### src/rtl/fetch_pkg.sv
// Shared types and constants for the ROM instruction-fetch front end.
// Pure declarations; no timing.
// No flow control of its own.
package fetch_pkg;

    // Width of a program ROM address; the fetch entry packs an address of this width.
    localparam int FETCH_ADDR_W = 8;

    // PC value loaded when RESET is asserted, unless overridden at the top.
    localparam logic [FETCH_ADDR_W-1:0] DEF_RESET_VECTOR = 8'h00;

    // Cycles between presenting ROM_ADDR and ROM_DATA being valid.
    localparam int ROM_LATENCY = 1;

    // One prefetched byte together with the ROM address it came from.
    typedef struct packed {
        logic [7:0]              data;
        logic [FETCH_ADDR_W-1:0] addr;
    } fetch_entry_t;

    // Occupancy counter width for a FIFO holding up to 'depth' entries.
    function automatic int cnt_width(input int depth);
        return $clog2(depth + 1);
    endfunction

endpackage

### src/rtl/fetch_fifo.sv
// DEPTH-entry synchronous FIFO of fetch entries with push, pop and flush.
// Push visible at head the cycle after the write edge; pop takes effect at the edge.
// No internal backpressure: the producer must not push when full unless popping.
module fetch_fifo
    import fetch_pkg::*;
#(
    parameter int DEPTH = 2
) (
    input  logic                        clk,
    input  logic                        rst,
    input  logic                        push,
    input  fetch_entry_t                push_entry,
    input  logic                        pop,
    input  logic                        flush,
    output fetch_entry_t                head,
    output logic [cnt_width(DEPTH)-1:0] count,
    output logic                        full,
    output logic                        empty
);

    localparam int CNT_W = cnt_width(DEPTH);
    localparam int PTR_W = (DEPTH > 1) ? $clog2(DEPTH) : 1;

    fetch_entry_t     mem [DEPTH];
    logic [PTR_W-1:0] wr_ptr;
    logic [PTR_W-1:0] rd_ptr;
    logic             do_push;
    logic             do_pop;

    // Pointers wrap modulo DEPTH, so non-power-of-two depths work too.
    function automatic logic [PTR_W-1:0] ptr_inc(input logic [PTR_W-1:0] p);
        return (p == PTR_W'(DEPTH - 1)) ? '0 : p + PTR_W'(1);
    endfunction

    // Popping an empty FIFO is ignored rather than corrupting the count.
    assign do_pop  = pop & ~empty;
    assign do_push = push;

    assign full  = (count == CNT_W'(DEPTH));
    assign empty = (count == '0);
    assign head  = mem[rd_ptr];

    // Pointer and occupancy tracking; flush discards everything, including a same-cycle push.
    always_ff @(posedge clk) begin
        if (rst) begin
            wr_ptr <= '0;
            rd_ptr <= '0;
            count  <= '0;
        end else if (flush) begin
            wr_ptr <= '0;
            rd_ptr <= '0;
            count  <= '0;
        end else begin
            if (do_push) wr_ptr <= ptr_inc(wr_ptr);
            if (do_pop)  rd_ptr <= ptr_inc(rd_ptr);
            if (do_push && !do_pop)      count <= count + CNT_W'(1);
            else if (do_pop && !do_push) count <= count - CNT_W'(1);
        end
    end

    // Storage write; contents need no reset because the head is only used when not empty.
    always_ff @(posedge clk) begin
        if (do_push && !flush && !rst) begin
            mem[wr_ptr] <= push_entry;
        end
    end

endmodule

### src/rtl/rom_fetch_unit.sv
// Instruction-fetch front end: owns the PC, reads the 256x8 ROM, prefetches into a FIFO.
// Reset/redirect to first valid byte: 2 cycles (3 after a redirect cycle); 1 byte/cycle sustained.
// Issues a ROM read only when the FIFO plus the in-flight read still fit after this cycle's pop.
//
// Optional feature: define FETCH_PERF_CNT_EN to add the STALL_CNT output, which counts
// cycles where the decoder was ready but no byte was valid (saturating at 16'hFFFF).
// ADDR_W must equal fetch_pkg::FETCH_ADDR_W, since FIFO entries carry an address of that width.
module rom_fetch_unit
    import fetch_pkg::*;
#(
    parameter int                ADDR_W       = FETCH_ADDR_W,
    parameter int                DEPTH        = 2,
    parameter logic [ADDR_W-1:0] RESET_VECTOR = DEF_RESET_VECTOR
) (
    input  logic              CLK,
    input  logic              RESET,
    output logic [ADDR_W-1:0] ROM_ADDR,
    input  logic [7:0]        ROM_DATA,
    output logic [7:0]        INSTR_DATA,
    output logic [ADDR_W-1:0] INSTR_ADDR,
    output logic              INSTR_VALID,
    input  logic              INSTR_READY,
    input  logic              REDIRECT,
    input  logic [ADDR_W-1:0] REDIRECT_ADDR
`ifdef FETCH_PERF_CNT_EN
    ,
    output logic [15:0]       STALL_CNT
`endif
);

    localparam int CNT_W = cnt_width(DEPTH);
    localparam int OCC_W = CNT_W + 1;

    // The PC register doubles as the registered ROM address.
    logic [ADDR_W-1:0] pc;
    // A read was issued last cycle and its data is on ROM_DATA now.
    logic              inflight;
    // That read was issued during a redirect cycle and must be dropped.
    logic              kill;
    logic [ADDR_W-1:0] inflight_addr;

    logic              live_ret;
    logic              pop;
    logic              push;
    logic              issue;
    logic [OCC_W-1:0]  occ;
    fetch_entry_t      ret_entry;
    fetch_entry_t      fifo_head;
    logic [CNT_W-1:0]  fifo_count;
    logic              fifo_full;
    logic              fifo_empty;

    assign ROM_ADDR = pc;
    assign live_ret = inflight & ~kill;
    assign pop      = INSTR_VALID & INSTR_READY;
    // A return landing in a redirect cycle belongs to the old stream and is discarded.
    assign push     = live_ret & ~REDIRECT;

    // Slots committed at the end of this cycle; pop implies count>=1, so no underflow.
    assign occ   = OCC_W'(fifo_count) + OCC_W'(live_ret) - OCC_W'(pop);
    assign issue = (occ < OCC_W'(DEPTH));

    assign ret_entry = '{data: ROM_DATA, addr: inflight_addr};

    fetch_fifo #(
        .DEPTH (DEPTH)
    ) u_fifo (
        .clk        (CLK),
        .rst        (RESET),
        .push       (push),
        .push_entry (ret_entry),
        .pop        (pop),
        .flush      (REDIRECT),
        .head       (fifo_head),
        .count      (fifo_count),
        .full       (fifo_full),
        .empty      (fifo_empty)
    );

    // Outputs read as zero whenever nothing is buffered, so stale entries never leak out.
    assign INSTR_VALID = ~fifo_empty;
    assign INSTR_DATA  = INSTR_VALID ? fifo_head.data : 8'h00;
    assign INSTR_ADDR  = INSTR_VALID ? fifo_head.addr : '0;

    // PC advance, in-flight tracking and redirect kill; redirect overrides sequential advance.
    always_ff @(posedge CLK) begin
        if (RESET) begin
            pc            <= RESET_VECTOR;
            inflight      <= 1'b0;
            kill          <= 1'b0;
            inflight_addr <= '0;
        end else begin
            inflight <= issue;
            kill     <= REDIRECT;
            if (issue) inflight_addr <= pc;
            if (REDIRECT)   pc <= REDIRECT_ADDR;
            else if (issue) pc <= pc + ADDR_W'(1);
        end
    end

`ifdef FETCH_PERF_CNT_EN
    logic [15:0] stall_cnt;

    // Count decoder-starved cycles; saturates instead of wrapping, cleared only by reset.
    always_ff @(posedge CLK) begin
        if (RESET) begin
            stall_cnt <= 16'h0000;
        end else if (INSTR_READY && !INSTR_VALID && (stall_cnt != 16'hFFFF)) begin
            stall_cnt <= stall_cnt + 16'd1;
        end
    end

    assign STALL_CNT = stall_cnt;
`endif

    // The occupancy check in the issue logic makes an overflowing push impossible.
    a_no_push_full: assert property (@(posedge CLK) disable iff (RESET)
        !(push && fifo_full && !pop));

    // Every request issued outside a redirect is tracked as live when its data returns.
    a_issue_tracked: assert property (@(posedge CLK) disable iff (RESET)
        (issue && !REDIRECT) |-> ##ROM_LATENCY (inflight && !kill));

endmodule

### config.mk
export PLATFORM = sky130hd
export DESIGN_NAME = rom_fetch_unit
export DESIGN_NICKNAME = d
export VERILOG_FILES = /design/src/rtl/fetch_pkg.sv /design/src/rtl/fetch_fifo.sv /design/src/rtl/rom_fetch_unit.sv
export SDC_FILE = /design/constraint.sdc
export NUM_CORES = 1
export LEC_CHECK = 0
export ABC_AREA = 1
export CORE_ASPECT_RATIO = 1.25
export CORE_MARGIN = 2
export CORE_UTILIZATION = 50
export DETAILED_ROUTE_END_ITERATION = 16
export GPL_TIMING_DRIVEN = 0
export PLACE_DENSITY = 0.74
export SLEW_MARGIN = 0
export SYNTH_ARGS = -nofsm -noshare
export SYNTH_HDL_FRONTEND = slang
export SYNTH_SLANG_ARGS = --single-unit
### constraint.sdc
create_clock -name CLK -period 6.8 [get_ports CLK]
set_clock_uncertainty 0.1 [all_clocks]
set_input_delay 1.02 -clock CLK [delete_from_list [all_inputs] [get_ports CLK]]
set_output_delay 1.02 -clock CLK [all_outputs]
set_load 0.05 [all_outputs]
After elaboration in Yosys (flattened, before gate mapping)
Memories as Yosys holds them, arrays and structs flattened. A register that Yosys moved wholly into a read port is not among the register bits.
Index checks and enable logic that the tools add are counted.

word-level totals
  register bits = 22
  bits in latches = 0
  RAM bits = 32
  memory bits (read-only) = 0
  input port bits = 20
  output and inout port bits = 25
  logic and storage cells = 47
  memories kept = 1

operators by class
  $add $sub $neg = 7
  multipliers = 0
  div/mod/pow operators = 0
  magnitude comparators = 1
  equal/unequal tests = 0
  shift-type cells = 0
  muxes and demuxes = 12
  bitwise logic cells = 7
  reduce and logical (&&, ||, !) cells = 12

memories
  memory      depth  width  read ports  clocked after Yosys merged registers in  wr ports  RTL line          source
  u_fifo.mem  2      16     1           1                                        1         fetch_fifo.sv:24  fetch_entry_t mem [DEPTH];

operators with widths
  cell                 count
  $mux 8               4
  $add 8x1->8 const B  1
  $mux 1               6
  $and 1x1->1          4
  $logic_and 1x1->1    4
  $logic_not 1->1      4
  $mux 2               2
  $reduce_bool 2->1    2
  $add 2x1->3          1
  $lt 3x2->1 const B   1
  $not 1->1            3
  $sub 3x1->3          1
  $add 1x1->1 const B  2
  $add 2x1->2 const B  1
  $logic_not 2->1      1
  $reduce_or 2->1      1
  $sub 2x1->2 const B  1

Logic depth before layout (Yosys ltp)
  depth in word-level cells = 7
  gate-level depth with buffers = 14
  depth with buffers taken out = 14

By module
Synthesis repeated with hierarchy kept, for this count alone.

unflattened totals
  cell total of the unflattened synthesis = 263
  area, all modules = 2588.7 µm²

by module, submodules not included
  module          times used  cells an instance  area each (µm²)  seq. area each (µm²)
  fetch_fifo      1           87                 1452.6           1061.0
  rom_fetch_unit  1           176                1136.1           360.3

Worst setup path after synthesis
OpenSTA, ideal clock, no wires.

  path kind = input -> register
  start = in REDIRECT
  end = mem u_fifo.mem[0][0] (netlist name), enable pin
  setup time = 0.409 ns
  arrival time = 2.695 ns
  required time = 6.291 ns
  slack = 3.595 ns
  stages = 4
  buffers on the path = 1
  path through = buf_2 -> nor2_1 -> inv_1 -> nor3_1

between the ends
  longest elaborated chain between the ends = 6
  elaborated cells between the ends (all ways) = 7
  those cells by class = mux: 2; bitwise: 2; reduce/logical: 3

RTL lines
  element                             RTL line              source
  start, declared                     rom_fetch_unit.sv:23  input logic REDIRECT,
  $not 1->1                           rom_fetch_unit.sv:57  assign push = live_ret & ~REDIRECT;
  $and 1x1->1                         rom_fetch_unit.sv:57
  $logic_and 1x1->1 (*) (2 in a row)  fetch_fifo.sv:63      if (do_push && !flush && !rst) begin
  $mux 1 (*)                          fetch_fifo.sv:63
  $mux 1 (implied by the code) (*)    fetch_fifo.sv:64      mem[wr_ptr] <= push_entry;
  end, declared                       fetch_fifo.sv:24

Mark *: on every way between the ends. The rest lies on a longest branch, timed or not.

==> flow_summary_export.csv <==
group,metric,value,unit
synth,yosysSeqAreaShare,0.611,
clock_network,clockBufferDepth,2,
drt,ant_nets,0,
floorplan,fp.dieW,65.0,um
placed_design,hpwl,3020,um
grt,grt_max_degree,18,
timing,slew_headroom,0.523,
cells_and_area,syn_to_final_growth,27.3,%
timing,holdWs,0.354,ns
clock_network,clk_latency,0.30,ns
drt,routedWlPerCell,12.0,um
power_and_ir_drop,peakVddDrop,121,uV
setup_path,endpoint_kind,"primary output",
setup_path,required,5.68,ns
floorplan,die_h,80.3,um
setup_path,start_kind,"flip-flop",
synth,synth_area,2330,um^2
drt,drt-total-wl,4270,um
power_and_ir_drop,p_total,0.754,mW
cells_and_area,mostFrequentLayoutCell,"nand2_1",
placed_design,numPlacedInstances,349,
status,outcome,"finished clean",
timing,setup_violations,0,
clock_network,cts_hold_buffers,0,
power_and_ir_drop,power_leakage,1.13,nW
cells_and_area,final_nets,322,
cells_and_area,final_cell_mix,"81 x nand2_1, 42 x clkdlybuf4s50_1, 35 x a21oi_1",
timing,fin_crit,3.42,ns
cells_and_area,num_antenna_cells,0,
grt,grt_util_all_layers,0.186,
job,drv_cap,0,
drt,dr.pass1.iters,4,
cells_and_area,fin_util,0.669,
cells_and_area,drive_above_1_share,0.0870,
timing,rsz0062_at_grt,"no",
clock_network,htree_levels,2,
power_and_ir_drop,p_per_area,254,nW/um^2
setup_path,critPathMaxFanout,10,
drt,via_count,1777,
placed_design,io_buffers,42,
timing,fin_crit_sh,0.503,
setup_path,critPathKind,"reg2out",
setup_path,cp.arrival,2.30,ns
synth,synth_seq_cells,55,
hold_path,min_path_type,"reg2reg",
grt,grt_pass1_wl,7380,um
clock_network,clock_sinks,55,
drt,routed_via_density,4.98,
placed_design,gp_congestion,0.876,
clock_network,post_cts_resized,0,
floorplan,start_util,0.526,
drt,drc,0,
floorplan,fp.dieArea,5220,um^2
timing,fin_tns_setup,0,ns
floorplan,io_pins,45,
grt,grt_pass1_vias,1660,
grt,gr-total-overflow,0,
synth,syn_inst,247,
timing,final_hold_viol_count,0,
timing,worst_pin_slew,0.711,ns
clock_network,clk_pin_slew,0.09,ns
clock_network,cts_root_buffer,"clkbuf_8",
grt,antenna_found_initial,0,
clock_network,cts_tree,"yes",
timing,slew_viol_final,0,
synth,syn_area_per_cell,9.42,um^2
synth,synth_nets,271,
floorplan,rows,27,
synth,yosysWarningCount,0,
timing,max_freq,293,MHz
floorplan,coreArea,4430,um^2
clock_network,cts_setup_buffers,0,
cells_and_area,stdcell_count,357,
drt,drt_iter0_markers,54,
clock_network,cts_made_buffers,5,
synth,yosys.cell_types.count,24,
metrics by stage:
stage | setup slack [ns] | area, um^2
3_5_place_dp | 3.23 | 2850
3_3_place_gp | 2.79 | 2820
5_1_grt | 3.26 | 2960
4_1_cts | 3.34 | 2960
6_report | 3.38 | 2960
2_1_floorplan | 3.60 | 2330
metal layers:
layer / vias to the layer above / part of all wire / GRT usage
met1: 803 / 0.42 / 0.222
met2: 55 / 0.50 / 0.323
met4: 0 / 0.012 / 0.0702
met5: - / 0 / 0
li1: 913 / - / -
met3: 6 / 0.062 / 0.0434
sequential cells by signal (all words and copies together) (netlist names), named ones only:
register,flops
u_fifo.count,2
kill,1
u_fifo.rd_ptr,1
inflight_addr,8
u_fifo.mem,32
u_fifo.wr_ptr,1
ROM_ADDR,8
inflight,1
layout make-up:
class	count	area, um^2
multi-input combinational	162	788
buffer	9	47.5
clock inverter	2	37.5
inverter	21	78.8
fill	347	1460
clock buffer	6	72.6
tap	58	72.6
sequential	55	1420
timing repair buffer	44	443
path summary, 6_finish.rpt:
check | from | end | slack, ns | depth (start not counted)
min | inflight_addr[2]$_SDFFE_PP0N_ | u_fifo.mem[1][2]$_DFFE_PP_ | 0.35 | 0
max | flip-flop | INSTR_ADDR[0] | 3.38 | 6
max reg2reg | u_fifo.count[1]$_SDFFE_PP0P_ | ROM_ADDR[4]$_SDFFE_PP0P_ | 4.00 | 12
min reg2reg | inflight_addr[2]$_SDFFE_PP0N_ | u_fifo.mem[1][2]$_DFFE_PP_ | 0.35 | 0
report_power, final:
part / leakage (nW) / switching, mW / internal, mW / total (mW)
combinational: 0.597 / 0.105 / 0.0571 / 0.162
clock: 0.0514 / 0.0995 / 0.110 / 0.209
sequential: 0.481 / 0.0127 / 0.370 / 0.383
total: 1.13 / 0.217 / 0.537 / 0.754
cell usage after synthesis (all sizes together):
library cell,n,area (um^2)
nand2,82,310
a21oi,35,175
edfxtp,32,961
dfxtp,23,460
inv,21,78.8
nand3,18,103
nor2,10,52.6
buf,6,35.0
o21ai,4,20.0
clkbuf,3,12.5
ha,3,37.5
o21bai,3,22.5
or2,3,18.8
nor3,2,10.0
fa,1,20.0
xor2,1,8.76
cells by family after synthesis:
group,after synthesis,share of synthesized area
compound gates,42,0.0936
xor+xnor,1,0.00377
fa+ha+maj,4,0.0247
buf+inv,30,0.0543
flops,55,0.611
simple gates,115,0.212
critical path, cell delays in order (launching register included):
cell and delay (ns):
dfxtp_1 0.30, buf_2 0.16, inv_1 0.20, buf_2 0.26, nand2_1 0.07, a21oi_1 0.17, clkdlybuf4s50_1 0.84
(Power assumes the default switching activity.)
